`config.mk`:
```
export PLATFORM = sky130hd
export DESIGN_NAME = seg7_scan_driver_flat
export DESIGN_NICKNAME = d
export VERILOG_FILES = /design/src/rtl/seg7_scan_if.sv /design/src/rtl/seg7_scan_driver.sv /design/src/flat_wrapper.sv
export SDC_FILE = /design/constraint.sdc
export NUM_CORES = 1
export LEC_CHECK = 0
export BUFFER_PORTS_ARGS = -buffer_cell sky130_fd_sc_hd__buf_2
export CAP_MARGIN = 15
export CELL_PAD_IN_SITES_DETAIL_PLACEMENT = 1
export CELL_PAD_IN_SITES_GLOBAL_PLACEMENT = 2
export CORE_MARGIN = 10
export CORE_UTILIZATION = 35
export DETAILED_ROUTE_END_ITERATION = 7
export GPL_ROUTABILITY_DRIVEN = 0
export PLACE_DENSITY_LB_ADDON = 0.1
export SLEW_MARGIN = 30
export SYNTH_ARGS = -nofsm -noshare
export SYNTH_HDL_FRONTEND = slang
export SYNTH_SLANG_ARGS = --single-unit
```
`constraint.sdc`:
```
create_clock -name clk -period 4.6 [get_ports clk]
set_clock_uncertainty 0.15 [all_clocks]
set_input_delay 0.69 -clock clk [delete_from_list [all_inputs] [get_ports clk]]
set_output_delay 0.69 -clock clk [all_outputs]
set_load 0.05 [all_outputs]
```
`src/rtl/seg7_scan_if.sv`:
```
// Bus between a display producer and the seven-segment scan driver:
// frame contents in, pin-level segment/anode drive and status out.
interface seg7_scan_if #(
    parameter int unsigned N_DIGITS = 8
);
    logic [4*N_DIGITS-1:0] digits;
    logic [N_DIGITS-1:0]   dp_in;
    logic [N_DIGITS-1:0]   digit_en;
    logic                  load;
    logic [6:0]            seg;
    logic                  DP;
    logic [N_DIGITS-1:0]   AN;
    logic                  frame_start;
    logic                  pending;

    modport master (
        output digits, dp_in, digit_en, load,
        input  seg, DP, AN, frame_start, pending
    );

    modport slave (
        input  digits, dp_in, digit_en, load,
        output seg, DP, AN, frame_start, pending
    );
endinterface

```
`src/rtl/seg7_scan_driver.sv`:
```
// Time-multiplexed common-anode seven-segment driver with per-slot blanking
// and double-buffered contents that switch only at frame boundaries.
module seg7_scan_driver #(
    parameter int unsigned N_DIGITS     = 8,
    parameter int unsigned REFRESH_DIV  = 100000,
    parameter int unsigned BLANK_CYCLES = 1000
) (
    input  logic          clk,
    input  logic          rst,
    seg7_scan_if.slave    bus
);
    localparam int unsigned CNT_W = (REFRESH_DIV > 1) ? $clog2(REFRESH_DIV) : 1;
    localparam int unsigned IDX_W = (N_DIGITS > 1) ? $clog2(N_DIGITS) : 1;
    localparam logic [CNT_W-1:0] CNT_LAST  = CNT_W'(REFRESH_DIV - 1);
    localparam logic [CNT_W-1:0] CNT_BLANK = CNT_W'(BLANK_CYCLES);
    localparam logic [IDX_W-1:0] IDX_LAST  = IDX_W'(N_DIGITS - 1);

    logic [CNT_W-1:0]         cnt;
    logic [IDX_W-1:0]         idx;
    logic [N_DIGITS-1:0][3:0] pend_digits, disp_digits;
    logic [N_DIGITS-1:0]      pend_dp, pend_en, disp_dp, disp_en;
    logic                     pending;
    logic                     slot_end, boundary, show;
    logic [6:0]               seg_d;
    logic                     dp_d;
    logic [N_DIGITS-1:0]      an_d;

    function automatic logic [6:0] decode7(input logic [3:0] v);
        case (v)
            4'h0: decode7 = 7'h40;  4'h1: decode7 = 7'h79;
            4'h2: decode7 = 7'h24;  4'h3: decode7 = 7'h30;
            4'h4: decode7 = 7'h19;  4'h5: decode7 = 7'h12;
            4'h6: decode7 = 7'h02;  4'h7: decode7 = 7'h78;
            4'h8: decode7 = 7'h00;  4'h9: decode7 = 7'h10;
            4'hA: decode7 = 7'h08;  4'hB: decode7 = 7'h03;
            4'hC: decode7 = 7'h46;  4'hD: decode7 = 7'h21;
            4'hE: decode7 = 7'h06;  4'hF: decode7 = 7'h0E;
        endcase
    endfunction

    assign slot_end    = (cnt == CNT_LAST);
    assign boundary    = slot_end && (idx == IDX_LAST);
    assign bus.pending = pending;

    // Slot counter and scan index
    always_ff @(posedge clk or posedge rst) begin
        if (rst) begin
            cnt <= '0;
            idx <= '0;
        end else if (slot_end) begin
            cnt <= '0;
            idx <= (idx == IDX_LAST) ? '0 : idx + IDX_W'(1);
        end else begin
            cnt <= cnt + CNT_W'(1);
        end
    end

    // Pending/display banks; a load on the boundary bypasses the pending bank
    always_ff @(posedge clk or posedge rst) begin
        if (rst) begin
            pend_digits <= '0;
            pend_dp     <= '0;
            pend_en     <= '0;
            disp_digits <= '0;
            disp_dp     <= '0;
            disp_en     <= '0;
            pending     <= 1'b0;
        end else begin
            if (bus.load) begin
                pend_digits <= bus.digits;
                pend_dp     <= bus.dp_in;
                pend_en     <= bus.digit_en;
            end
            if (boundary) begin
                pending <= 1'b0;
                if (bus.load) begin
                    disp_digits <= bus.digits;
                    disp_dp     <= bus.dp_in;
                    disp_en     <= bus.digit_en;
                end else if (pending) begin
                    disp_digits <= pend_digits;
                    disp_dp     <= pend_dp;
                    disp_en     <= pend_en;
                end
            end else if (bus.load) begin
                pending <= 1'b1;
            end
        end
    end

    // Next pin values: dark during blanking or for a disabled digit
    always_comb begin
        an_d  = '1;
        seg_d = 7'h7F;
        dp_d  = 1'b1;
        show  = (cnt >= CNT_BLANK) && disp_en[idx];
        if (show) begin
            an_d[idx] = 1'b0;
            seg_d     = decode7(disp_digits[idx]);
            dp_d      = ~disp_dp[idx];
        end
    end

    always_ff @(posedge clk or posedge rst) begin
        if (rst) begin
            bus.AN          <= '1;
            bus.seg         <= 7'h7F;
            bus.DP          <= 1'b1;
            bus.frame_start <= 1'b0;
        end else begin
            bus.AN          <= an_d;
            bus.seg         <= seg_d;
            bus.DP          <= dp_d;
            bus.frame_start <= boundary;
        end
    end
endmodule

```
`src/flat_wrapper.sv`:
```
// flat-port wrapper written by rule: the top's interface ports become plain ports
module seg7_scan_driver_flat 
#(
    parameter int unsigned N_DIGITS     = 8,
    parameter int unsigned REFRESH_DIV  = 100000,
    parameter int unsigned BLANK_CYCLES = 1000
)
  (clk, rst, bus_digits, bus_dp_in, bus_digit_en, bus_load, bus_seg, bus_DP, bus_AN, bus_frame_start, bus_pending);
  seg7_scan_if #(.N_DIGITS(N_DIGITS)) bus_i ();
  input  logic clk;
  input  logic rst;
  input wire logic [$bits(bus_i.digits)-1:0] bus_digits;
  input wire logic [$bits(bus_i.dp_in)-1:0] bus_dp_in;
  input wire logic [$bits(bus_i.digit_en)-1:0] bus_digit_en;
  input wire logic [$bits(bus_i.load)-1:0] bus_load;
  output wire logic [$bits(bus_i.seg)-1:0] bus_seg;
  output wire logic [$bits(bus_i.DP)-1:0] bus_DP;
  output wire logic [$bits(bus_i.AN)-1:0] bus_AN;
  output wire logic [$bits(bus_i.frame_start)-1:0] bus_frame_start;
  output wire logic [$bits(bus_i.pending)-1:0] bus_pending;
  assign bus_i.digits = bus_digits;
  assign bus_i.dp_in = bus_dp_in;
  assign bus_i.digit_en = bus_digit_en;
  assign bus_i.load = bus_load;
  assign bus_seg = bus_i.seg;
  assign bus_DP = bus_i.DP;
  assign bus_AN = bus_i.AN;
  assign bus_frame_start = bus_i.frame_start;
  assign bus_pending = bus_i.pending;
  seg7_scan_driver #(.N_DIGITS(N_DIGITS), .REFRESH_DIV(REFRESH_DIV), .BLANK_CYCLES(BLANK_CYCLES)) u_core (.clk(clk), .rst(rst), .bus(bus_i));
endmodule
```
# Yosys cells after proc, flatten, opt, wreduce, memory -nomap -nowiden
# Memory sizes are Yosys's and may differ from the RTL's.
# Index checks and enable logic that the tools add are counted.
# Widths: inputs -> output; s select.
classes:
  mul: 0
  div_mod_pow: 0
  n_addsub: 2
  n_shift: 0
  n_reduce_logical: 6
  bitwise_logic: 2
  order_cmp: 3
  n_eq_ne: 2
  n_mux: 21
ops:
  columns: ["cell", "n"]
  rows:
  - ["$mux 32", 2]
  - ["$mux 8", 5]
  - ["$add 17x1->17 const B", 1]
  - ["$eq 17x17->1 const B", 1]
  - ["$ge 17x10->1 const B", 1]
  - ["$mux 17", 1]
  - ["$bmux 4 s3", 1]
  - ["$not 8->8", 1]
  - ["$mux 7", 1]
  - ["$bmux 1 s3", 2]
  - ["$mux 1", 6]
  - ["$lt 3x4->1 const B", 1]
  - ["$mux 4", 1]
  - ["$reduce_bool 2->1", 2]
  - ["$add 3x1->3 const B", 1]
  - ["$demux 1 s3", 1]
  - ["$eq 3x3->1 const B", 1]
  - ["$ge 3x1->1 const B", 1]
  - ["$logic_and 1x1->1", 3]
  - ["$mux 3", 1]
  - ["$reduce_and 2->1", 1]
  - ["$not 1->1", 1]
totals:
  latchBits: 0
  ram_bits: 0
  out_inout_bits: 18
  memories: 1
  reg_bits: 134
  rom_bits: 112
  wordCells: 64
memory_table:
  columns: ["memory", "depth", "width", "rd", "rd_clocked_by_memory_dff", "wr", "line_no", "text"]
  rows:
  - ["(name not given)", 16, 7, 1, 0, 0, "seg7_scan_driver.sv:29", "case (v)"]

# Longest topological paths before layout
logic_depth:
  ltp_word: 6
  depth_mapped: 11

# Worst setup path after synthesis
# Ideal clock, no wire load.
synth_path:
  kind: "reg2reg"
  start: "reg u_core.idx[1]"
  end: "reg u_core.bus.seg[0]"
  required_time_ps: 4362
  path_stages_with_launch: 11
  synth_period_minus_slack_ps: 2539
  setup_slack_ps: 2061
  n_path_buf: 2
  setup_time_ps: 88
  t_arrival_ps: 2301
  cell_sequence: "dfrtp_1 -> buf_1 -> clkbuf_1 -> nor2_1 -> a21oi_1 -> o22a_1 -> inv_1 -> ha_1 -> nand2_1 -> a22oi_1 -> or3_1"
synth_via:
  elab_chain_cells: 4
  elab_cells_between_ends: 7
  cone_classes: "mux (5); reduce/logical (1); memory (1)"
synth_rtl:
  columns: ["item", "line_no", "text"]
  rows:
  - ["start, declared", "seg7_scan_driver.sv:19", "logic [IDX_W-1:0] idx;"]
  - ["start signal, assigned", "seg7_scan_driver.sv:52", "idx <= (idx == IDX_LAST) ? '0 : idx + IDX_W'(1);"]
  - ["$bmux 4 s3 / $bmux 1 s3 (equally long branches)", "seg7_scan_driver.sv:99, seg7_scan_driver.sv:96", null]
  - ["$mux 4 (implied by the code) / $mux 1 (equally long branches)", "seg7_scan_driver.sv:99, seg7_scan_driver.sv:96", null]
  - ["$mem_v2 16x7 / $logic_and 1x1->1 (equally long branches)", null, null]
  - ["$mux 7 *", "seg7_scan_driver.sv:97", "if (show) begin"]
  - ["via u_core.seg_d[0]", "seg7_scan_driver.sv:24", "logic [6:0] seg_d;"]
  - ["end signal, assigned", "seg7_scan_driver.sv:112", "bus.seg <= seg_d;"]
  - ["end, declared", "seg7_scan_if.sv:23", "output seg, DP, AN, frame_start, pending"]
# Mark *: on every way through the listed nets, which the timed path passes. The rest lies on a longest branch. The select of a mux whose other input is x is not followed.
# A chain may end at the register's enable or synchronous reset.

# Worst setup path after layout
layout_path:
  start: "reg u_core.idx[2]"
  end: "reg u_core.bus.seg[3]"
# Same word-level chain as after synthesis.

==> parameters.txt <==
Parameter                              Value

Outcome
  Run status    finished clean

Die
  Site row count    47
  Effective utilization at floorplan    0.355
  Number of I/O pins    69
  Die Outline Area    22300 um^2
  Core area    16500 um^2
  Die outline width    149 um
  Die height    149 um

Yosys
  Share of async-settable or async-resettable flops after synthesis    1.00
  Largest cells by area after synthesis    sky130_fd_sc_hd__dfrtp_1, sky130_fd_sc_hd__mux2_2, sky130_fd_sc_hd__dfstp_2
  Post-synth top area share    0.505
  Sequential element share of the synthesized area    0.577
  Number of synthesized register bits    134
  Post-synth top cells    sky130_fd_sc_hd__dfrtp_1, sky130_fd_sc_hd__mux2_2, sky130_fd_sc_hd__mux2_4, sky130_fd_sc_hd__nor2_1, sky130_fd_sc_hd__nand3_1
  Syn_nets    473
  Post-synth EDFFs    0
  Number of warnings printed during yosys synthesis    0
  Prevailing post-synth register cell    sky130_fd_sc_hd__dfrtp_1
  Post-Synthesis Cell Area    5840 um^2
  Leading cell type by number of instances after synthesis    sky130_fd_sc_hd__dfrtp_1
  Most area-hungry cell type in the Yosys netlist    sky130_fd_sc_hd__dfrtp_1
  Yosys cell types    47
  Cell count after synthesis    413
  Mean post-synth cell area    14.1 um^2

Timing
  Final sum of negative setup slack    0 ns
  Slew at the pin closest to its max-slew limit    0.895 ns
  Fin crit period    2.99 ns
  Slew Limit Headroom    0.404
  Crit path setup slack, layout    1.61 ns
  Crit share post-route    0.651
  Final Slew Violations    0
  Hold violation count in the final report    0
  Final hold slack    0.284 ns
  Setup Viol. Count Final    0
  F_max    334 MHz
  RSZ-0062 raised after global routing    false

Pwr
  Clock network fraction of design power    0.527
  Maximum vdd drop    0.228 mV
  Power per Cell Area    403 nW/um^2
  Leakage power    3.30 nW
  Power Internal    0.00225 W
  Switching portion of total power    0.209
  Proportion of power drawn by flip-flops and latches    0.432
  Net switching component of the power    0.000597 W
  Fraction of power consumed by combinational cells    0.041

Clock tree
  CTS tree    done
  Clk pin slew, worst setup/hold paths    0.06 ns
  Hold Buf Count CTS    0
  Post-CTS repair timing setup buffer count    0
  Source-to-sink clock delay at the later pin of the worst-skew pair    0.42 ns
  Post-CTS sizing    0
  H-tree levels    4
  CTS Buf Count    17
  Worst-case clock buffer depth    2
  Clock sinks    134
  Master cell of the clock root buffer    sky130_fd_sc_hd__clkbuf_16

Place
  HPWL after DPL    8540 um
  Number of buffers added on ports    68
  Standard cell area after detailed placement    6410 um^2
  Placement-stage worst setup slack    1.63 ns

Setup path
  CP max-delay cell    sky130_fd_sc_hd__dfrtp_1
  Timing startpoint of the critical path    u_core.idx[2]
  Type of origin of the critical path    flip-flop
  Startpoint of the worst-slack reg-to-reg timing path    u_core.idx[2]
  Most used cell, CP    sky130_fd_sc_hd__inv_1
  CP Buf/Inv Count    3
  Termination of the worst setup path    u_core.bus.seg[3]
  CP Data Arrival Time    3.17 ns
  Required time of the worst setup path    4.77 ns
  Capture point of the worst reg-to-reg path    u_core.bus.seg[3]
  Cells on worst reg2reg path    9
  Worst path cell trace    clkinv_1, a221oi_1, o22a_1, inv_1, ha_1, inv_1, nand2_1, a41oi_1, o21ai_0
  Flop2flop setup slack    1.61 ns
  Type of element capturing the critical path    flip-flop
  Stage delay of the slowest cell on the critical path    0.81 ns
  Gate family responsible for the most delay along the worst path    compound AO/OA/AOI/OAI gates
  Setup CP Type    reg -> reg
  Worst-path maximum fanout    18
  Critical path depth    9

Finish
  Synthesis-to-layout area growth    20.9%
  Sequential cell area    3370 um^2
  Final net count    545
  Multi-input combinational cell area    2340 um^2
  Share of cells above drive strength 1    0.470
  Antenna cells    0
  Layout filler cell count    1693
  Final design area excluding fillers    7060 um^2

Detailed routing
  Initial DRT Pass Iterations    4
  Initial detailed-routing violation count    122
  DR DRC count    0
  Routed via count divided by cell count    4.89
  DR WL/cell    17.9 um
  Count of vias placed by the detailed router    3510
  Overall routed net length    12800 um
  Antenna Violating Nets Remaining    0

Global route
  First-pass GRT wire length    21400 um
  Largest net degree at the start of global routing    87
  Total congestion overflow after global routing    0
  Number of global-route vias before repair    3909
  Initial antenna violation count    0
  GRT Total Usage    0.122

Job
  MaxCap Viol Count    0

Hold path
  Worst Hold Class    in -> async
==> how the worst min path moves through the flow <==
stage	slack, ns	depth (start not counted)	start	endpoint
floorplan	0.32	1	u_core.cnt[14]	u_core.cnt[14]
global placement	0.33	1	u_core.pend_en[2]	u_core.pend_en[2]
detailed placement	0.33	1	u_core.pend_en[2]	u_core.pend_en[2]
CTS	0.33	2	rst	u_core.pend_digits[6]
global route	0.35	2	rst	u_core.pend_digits[6]
finish	0.28	2	rst	u_core.pend_digits[6]
==> cells in the final DEF (no fill, tap or decap), types with 3 or more instances in the layout <==
| master | Yosys | layout |
|---|---|---|
| sky130_fd_sc_hd__a21oi_1 | 7 | 7 |
| sky130_fd_sc_hd__a221o_1 | 3 | 3 |
| sky130_fd_sc_hd__and3_1 | 3 | 3 |
| sky130_fd_sc_hd__buf_2 | 2 | 68 |
| sky130_fd_sc_hd__buf_4 | 0 | 4 |
| sky130_fd_sc_hd__bufinv_16 | 0 | 5 |
| sky130_fd_sc_hd__clkbuf_16 | 0 | 17 |
| sky130_fd_sc_hd__clkinv_2 | 0 | 4 |
| sky130_fd_sc_hd__dfrtp_1 | 118 | 118 |
| sky130_fd_sc_hd__dfstp_2 | 16 | 16 |
| sky130_fd_sc_hd__ha_1 | 9 | 9 |
| sky130_fd_sc_hd__inv_1 | 7 | 6 |
| sky130_fd_sc_hd__mux2_2 | 80 | 80 |
| sky130_fd_sc_hd__mux2_4 | 20 | 20 |
| sky130_fd_sc_hd__mux2i_1 | 8 | 8 |
| sky130_fd_sc_hd__mux4_2 | 8 | 8 |
| sky130_fd_sc_hd__nand2_1 | 13 | 13 |
| sky130_fd_sc_hd__nand3_1 | 17 | 17 |
| sky130_fd_sc_hd__nand3b_1 | 3 | 3 |
| sky130_fd_sc_hd__nand4_1 | 3 | 3 |
| sky130_fd_sc_hd__nor2_1 | 19 | 19 |
| sky130_fd_sc_hd__nor2b_1 | 4 | 4 |
| sky130_fd_sc_hd__o21ai_0 | 11 | 11 |
| sky130_fd_sc_hd__xnor2_1 | 4 | 4 |
| sky130_fd_sc_hd__xor2_1 | 9 | 9 |
==> per-stage QoR <==
stage,total power (W),utilization,cells
6_report,0.00285,0.429,718
3_5_place_dp,0.00137,0.389,686
3_3_place_gp,0.00137,0.389,686
2_1_floorplan,0.00132,-,413
5_1_grt,0.00296,0.429,718
4_1_cts,0.00289,0.429,718
==> power by group through the flow <==
stage	clock, W	combinational (W)	sequential (W)
finish	0.00150	0.000117	0.00123
global route	0.00159	0.000133	0.00123
CTS	0.00153	0.000122	0.00123
detailed placement	0	0.000121	0.00125
global placement	0	0.000119	0.00125
floorplan	0	0.0000763	0.00125
==> state kept, by name, summed over array words and instances, names as in the netlist <==
signal and flops:
u_core.disp_digits 32, u_core.pend_digits 32, u_core.cnt 17, u_core.bus.AN 8, u_core.disp_dp 8, u_core.disp_en 8, u_core.pend_dp 8, u_core.pend_en 8
u_core.bus.seg 7, u_core.idx 3, u_core.bus.DP 1, u_core.bus.frame_start 1, u_core.bus.pending 1
==> per-layer routing <==
layer  vias to the layer above  global-route usage  share of wire
li1                       1628                   -              -
met1                      1808               0.160           0.49
met2                        59               0.184           0.46
met3                        15              0.0397          0.041
met4                         0              0.0442          0.015
met5                         -                   0              0
==> kinds of logic (layout without fill, tap and decap cells) <==
family,count (synthesis),in the layout,share of synthesized area
flip-flops,134,134,0.577
multiplexers,116,116,0.250
AO/OA/AOI/OAI,33,33,0.0377
buffers and inverters,28,113,0.0223
AND/OR/NAND/NOR,80,80,0.0737
adder cells (fa/ha/maj),9,9,0.0193
XOR/XNOR,13,13,0.0195
==> layout make-up <==
cell class              count  share of cell area
clock buffers              19              0.0627
clock inverters            13              0.0287
inverters                   8             0.00496
multi-input cells         251               0.332
flip-flops and latches    134               0.478
well taps                 220              0.0390
repair buffers             73              0.0553
No activity file was read; power rests on OpenSTA's default activity.
